--- src/rtl/ofm_writeback.sv ---
// OFM write-back stage: per-lane result FIFOs drained round-robin onto a single
// OFM write port, with per-lane address generation and a completion pulse.
module ofm_writeback #(
    parameter int N      = 4,
    parameter int DEPTH  = 4,
    parameter int ADR_W  = 7,
    parameter int DATA_W = 32,
    parameter int STRIDE = 4
) (
    input  logic                  clk,
    input  logic                  rstn,
    input  logic                  start,
    input  logic [ADR_W-1:0]      base,
    input  logic [7:0]            cnt,
    input  logic [N-1:0]          inValid,
    input  logic [N*DATA_W-1:0]   inData,
    output logic [N-1:0]          inReady,
    output logic                  wrEn,
    output logic [ADR_W-1:0]      wrAdr,
    output logic [DATA_W-1:0]     wrData,
    output logic                  busy,
    output logic                  done
);
    localparam int IDX_W = (N > 1) ? $clog2(N) : 1;
    localparam int PTR_W = $clog2(DEPTH);
    localparam int OCC_W = PTR_W + 1;

    typedef enum logic [1:0] {S_IDLE, S_RUN, S_FIN} state_t;

    state_t              r_state, w_state_next;
    logic [ADR_W-1:0]    r_base;
    logic [7:0]          r_lim;
    logic [IDX_W-1:0]    r_ptr;
    logic                r_wr_en;
    logic [ADR_W-1:0]    r_wr_adr;
    logic [DATA_W-1:0]   r_wr_data;

    logic                w_start_ok;
    logic [N-1:0]        w_push, w_pop, w_nonempty, w_lane_done, w_req2;
    logic [N*DATA_W-1:0] w_head_flat;
    logic [N*8-1:0]      w_wr_flat;
    logic                w_gnt_vld;
    logic [IDX_W:0]      w_gnt_sum;
    logic [IDX_W-1:0]    w_gnt_idx;
    logic [7:0]          w_gnt_wr;
    logic [ADR_W-1:0]    w_gnt_adr;
    logic [DATA_W-1:0]   w_gnt_data;

    assign w_start_ok = (r_state == S_IDLE) && start;

    genvar gi;
    generate
        for (gi = 0; gi < N; gi++) begin : g_lane
            logic [DATA_W-1:0] r_mem [DEPTH];
            logic [PTR_W-1:0]  r_wp, r_rp;
            logic [OCC_W-1:0]  r_occ;
            logic [7:0]        r_acc, r_wr;

            // Ready is purely registered so upstream never sees a combinational loop.
            assign inReady[gi]     = (r_state == S_RUN) && (r_occ != OCC_W'(DEPTH)) && (r_acc < r_lim);
            assign w_push[gi]      = inValid[gi] && inReady[gi];
            assign w_pop[gi]       = w_gnt_vld && (w_gnt_idx == IDX_W'(gi));
            assign w_nonempty[gi]  = (r_occ != '0);
            assign w_lane_done[gi] = (r_wr == r_lim);
            assign w_head_flat[gi*DATA_W +: DATA_W] = r_mem[r_rp];
            assign w_wr_flat[gi*8 +: 8] = r_wr;

            always_ff @(posedge clk) begin
                if (w_push[gi]) r_mem[r_wp] <= inData[gi*DATA_W +: DATA_W];
            end

            always_ff @(posedge clk or negedge rstn) begin
                if (!rstn) begin
                    r_wp  <= '0;
                    r_rp  <= '0;
                    r_occ <= '0;
                    r_acc <= '0;
                    r_wr  <= '0;
                end else if (w_start_ok) begin
                    r_wp  <= '0;
                    r_rp  <= '0;
                    r_occ <= '0;
                    r_acc <= '0;
                    r_wr  <= '0;
                end else begin
                    if (w_push[gi]) begin
                        r_wp  <= r_wp + PTR_W'(1);
                        r_acc <= r_acc + 8'd1;
                    end
                    if (w_pop[gi]) begin
                        r_rp <= r_rp + PTR_W'(1);
                        r_wr <= r_wr + 8'd1;
                    end
                    r_occ <= r_occ + OCC_W'(w_push[gi]) - OCC_W'(w_pop[gi]);
                end
            end
        end
    endgenerate

    // Rotate requests so bit 0 is the pointer lane; lowest set bit wins.
    always_comb begin
        w_req2    = N'({w_nonempty, w_nonempty} >> r_ptr);
        w_gnt_vld = 1'b0;
        w_gnt_sum = '0;
        for (int k = N - 1; k >= 0; k--) begin
            if (w_req2[k] && (r_state == S_RUN)) begin
                w_gnt_vld = 1'b1;
                w_gnt_sum = {1'b0, r_ptr} + (IDX_W + 1)'(k);
            end
        end
        if (w_gnt_sum >= (IDX_W + 1)'(N)) w_gnt_sum = w_gnt_sum - (IDX_W + 1)'(N);
        w_gnt_idx = w_gnt_sum[IDX_W-1:0];
    end

    assign w_gnt_wr   = w_wr_flat[w_gnt_idx*8 +: 8];
    assign w_gnt_data = w_head_flat[w_gnt_idx*DATA_W +: DATA_W];
    assign w_gnt_adr  = r_base + ADR_W'(w_gnt_idx) * ADR_W'(STRIDE) + ADR_W'(w_gnt_wr);

    // Lane write counters update at the grant edge, so all-done coincides with the final wrEn cycle.
    always_comb begin
        w_state_next = r_state;
        case (r_state)
            S_IDLE:  if (start) w_state_next = S_RUN;
            S_RUN:   if (&w_lane_done) w_state_next = S_FIN;
            S_FIN:   w_state_next = S_IDLE;
            default: w_state_next = S_IDLE;
        endcase
    end

    always_ff @(posedge clk or negedge rstn) begin
        if (!rstn) begin
            r_state   <= S_IDLE;
            r_base    <= '0;
            r_lim     <= '0;
            r_ptr     <= '0;
            r_wr_en   <= 1'b0;
            r_wr_adr  <= '0;
            r_wr_data <= '0;
        end else begin
            r_state <= w_state_next;
            if (w_start_ok) begin
                r_base <= base;
                r_lim  <= cnt;
            end
            r_wr_en <= w_gnt_vld;
            if (w_gnt_vld) begin
                r_wr_adr  <= w_gnt_adr;
                r_wr_data <= w_gnt_data;
                r_ptr     <= (w_gnt_idx == IDX_W'(N - 1)) ? '0 : w_gnt_idx + IDX_W'(1);
            end
        end
    end

    assign wrEn   = r_wr_en;
    assign wrAdr  = r_wr_adr;
    assign wrData = r_wr_data;
    assign busy   = (r_state == S_RUN);
    assign done   = (r_state == S_FIN);
endmodule

--- config.mk ---
export PLATFORM = sky130hd
export DESIGN_NAME = ofm_writeback
export DESIGN_NICKNAME = d
export VERILOG_FILES = /design/src/rtl/ofm_writeback.sv
export SDC_FILE = /design/constraint.sdc
export NUM_CORES = 1
export LEC_CHECK = 0
export ABC_AREA = 0
export ABC_CLOCK_PERIOD_IN_PS = 3650
export BUFFER_PORTS_ARGS = -buffer_cell sky130_fd_sc_hd__buf_2
export CORE_MARGIN = 1.5
export CORE_UTILIZATION = 54
export CTS_CLUSTER_SIZE = 14
export DETAILED_ROUTE_END_ITERATION = 6
export HOLD_SLACK_MARGIN = 0.1
export PLACE_DENSITY = 0.75
export SETUP_SLACK_MARGIN = 0.05
export SLEW_MARGIN = 20
export SYNTH_ARGS = -nofsm -noshare
export SYNTH_HDL_FRONTEND = slang
export SYNTH_SLANG_ARGS = --single-unit
--- constraint.sdc ---
create_clock -name clk -period 3.65 [get_ports clk]
set_input_delay 0.365 -clock clk [delete_from_list [all_inputs] [get_ports clk]]
set_output_delay 0.365 -clock clk [all_outputs]
set_load 0.1 [all_outputs]
==> flow_summary.json <==
{
  "numClockSinks": 663,
  "setup-violations-final": 0,
  "critPathTopFamily": "compound AO/OA/AOI/OAI gates",
  "htreeDepth": 3,
  "end_kind": "flop",
  "antenna_found_initial": 7,
  "p_per_area_mw_per_mm2": 915,
  "finalCriticalPeriod_ns": 3.50,
  "cts-root-buf": "clkbuf_16",
  "synth-edff-count": 512,
  "numCtsBuffers": 68,
  "postSynthAreaPerCell_um2": 16.9,
  "cp-start-kind": "flop",
  "first_pass_iters": 5,
  "cpPeakStageDelay_ns": 0.45,
  "initial_core_util": 0.550,
  "grt_pass1_vias": 17028,
  "place.gp.congestion": 0.902,
  "crit_path_max_fanout": 4,
  "wl_per_cell_um": 24.0,
  "cts_tree": "yes",
  "tightest_slew_ns": 0.887,
  "cts.path.max_buffers": 3,
  "cp_slowest_cell": "dfrtp_2",
  "avgViaCountPerCell": 5.83,
  "drt-total-wl_mm": 66.7,
  "outcome": "complete, no violations",
  "place_hpwl_mm": 42.0,
  "cp.depth": 15,
  "post-route-period-util": 0.960,
  "drt_iter0_drc": 1392,
  "path_buf_inv": 1,
  "rsz0062_at_grt": "true",
  "track_usage": 0.261,
  "ys_seq_area_frac": 0.691,
  "totalPowerFinal_mw": 31.0,
  "row_count": 82,
  "cp_data_arrival_time_ns": 3.98,
  "crit_start": "g_lane[0].r_occ[0]",
  "synth.area.top_cells": "edfxtp_1 55%, dfrtp_1 14%, mux4_2 10%, ha_1 3.3%, mux2i_1 2.6%",
  "reg2reg_to": "wrAdr[6]",
  "synthArstFlopShare": 0.228,
  "clk_latency_ns": 0.61,
  "grt_overflow": 0,
  "grt_start_max_net_pins": 83,
  "worstSetupPathType": "reg -> reg",
  "portBuffers": 195,
  "finalInstanceArea_mm2": 0.0339,
  "ys.flop_type": "edfxtp_1",
  "crit_chain": "o41ai_2, a21oi_2, a2111oi_4, inv_2, and3_1, a31oi_2, fa_1, ha_1, a21o_1, a21oi_2, o21bai_1, a21oi_2, xnor2_1, xnor2_1, o21ai_1",
  "synth_top_cell_by_area": "edfxtp_1",
  "synthesis.nets": 1872,
  "fp.dieW_um": 230,
  "slew_headroom": 0.407,
  "holdWs_ns": 0.316,
  "drc": 0,
  "syn-cell-area_mm2": 0.0277,
  "die_area_mm2": 0.0527,
  "regToRegSetupSlack_ns": 0.15,
  "synthCells": 1642,
  "timing.rr.start": "g_lane[0].r_occ[0]",
  "ys_ff_latch": 663,
  "hp-class": "in -> reg",
  "die_y_um": 230,
  "yosysWarnings": 0,
  "maxCapViolations": 0,
  "post-place-ws_ns": -0.0211,
  "reg2reg_depth": 15,
  "setup_slack_ns": 0.146,
  "yosysMostFrequentCell": "edfxtp_1",
  "hold_viol": 0,
  "io_pins": 196,
  "ys_types": 54,
  "crit_top_cell": "a21oi_2",
  "final_util": 0.673,
  "peakVddDrop_uv": 1290,
  "placed_cell_area_mm2": 0.0300,
  "synth_top_cell_area_share": 0.555,
  "ant_nets": 0,
  "grt_pass1_wl_mm": 102,
  "cp.required_ns": 4.13,
  "cts.clk_slew.worst_paths_ns": 0.06,
  "slew_viol_final": 0,
  "num_vias": 16176,
  "hold_depth": 6,
  "syn2layout_area_growth_pct": 22.2,
  "finalClockSkew_ns": 0.0299,
  "fmax_mhz": 285,
  "p_leak_nw": 12.8,
  "core_mm2": 0.0504,
  "cp-endpoint": "wrAdr[6]",
  "drive_gt1_frac": 0.272,
  "synth.top_cells.by_count": "512 x edfxtp_1, 151 x dfrtp_1, 131 x nand2_1",
  "nets": 2277
}
timing repair:
| action | CTS | global route |
|---|---|---|
| setup endpoints to repair | 2 | 7 |
| buffers inserted | 0 | 3 |
| hold endpoints to repair | 605 | 0 |
| pin swaps | 0 | 5 |
| hold buffers | 144 | 0 |
| gates resized for setup | 3 | 24 |
how the worst min path moves through the flow:
stage               slack [ns]                  to  startpoint
floorplan                 0.07  g_lane[0].r_acc[0]        rstn
global placement          0.46            wrAdr[5]    wrAdr[5]
detailed placement        0.47            wrAdr[5]    wrAdr[5]
CTS                       0.29  g_lane[0].r_acc[0]  inValid[0]
global route              0.33  g_lane[1].r_acc[6]  inValid[1]
finish                    0.32  g_lane[1].r_acc[6]  inValid[1]
routing by layer:
metal / vias to the layer above / track usage / part of all wire
met4: 8 / 0.0964 / 0.035
met5: - / 0 / 0.00074
met1: 8239 / 0.333 / 0.38
li1: 7158 / - / -
met3: 151 / 0.0507 / 0.067
met2: 620 / 0.446 / 0.52
placed cells by master, fill, tap and decap left out, drive strengths merged, types with 8 or more instances in the layout:
master / Yosys / final
edfxtp: 512 / 512
buf: 35 / 266
dfrtp: 151 / 151
dlygate4sd3: 0 / 144
nand2: 131 / 131
mux4: 128 / 128
nor2: 106 / 106
clkbuf: 40 / 90
ha: 73 / 73
mux2i: 72 / 72
inv: 44 / 47
nand3: 41 / 41
xor2: 36 / 36
o21ai: 36 / 36
a221oi: 32 / 32
nand4: 22 / 22
xnor2: 22 / 22
and2: 22 / 22
a21oi: 22 / 22
clkinv: 5 / 22
and3: 19 / 19
a21o: 13 / 13
or3: 9 / 9
bufinv: 0 / 8
a31oi: 8 / 8
sequential cells by signal, summed over array words and instances (netlist names), 8 cells and up:
signal / count
g_lane.r_wr: 32
g_lane.r_mem: 512
g_lane.r_occ: 12
g_lane.r_acc: 32
g_lane.r_wp: 8
r_lim: 8
wrData: 32
g_lane.r_rp: 8
cells by family after synthesis:
group / count (synthesis) / share of synthesized area
simple gates: 381 / 0.0634
compound gates: 136 / 0.0409
fa+ha+maj: 80 / 0.0380
xor+xnor: 58 / 0.0183
mux: 200 / 0.130
flops: 663 / 0.691
buf+inv: 124 / 0.0183
cell type report:
type / instances / area (µm²)
flip-flops and latches: 663 / 19200
fillers: 3322 / 16500
multi-input cells: 855 / 8210
repair buffers: 410 / 3210
clock buffers: 90 / 1840
well taps: 672 / 841
clock inverters: 32 / 420
inverters: 49 / 194
diodes: 5 / 12.5
tightest hold or removal path, cell delays in order:
cell	delay, ns
buf_2	0.10
nand2_1	0.06
nor4b_2	0.05
o2111a_1	0.13
nand3b_1	0.07
a21oi_1	0.07
per-stage QoR:
step	instances	setup TNS, ns
4_1_cts	2768	0
3_5_place_dp	2502	-0.0211
3_3_place_gp	2502	0
5_1_grt	2774	-0.0310
2_1_floorplan	1642	0
6_report	2776	0
power breakdown:
part | leakage (nW) | switching, mW | internal, mW
Sequential | 6.45 | 1.31 | 10.2
Clock | 1.09 | 2.89 | 4.14
Combinational | 5.28 | 7.51 | 4.99
Note: power is estimated with default switching activity, not from simulation.
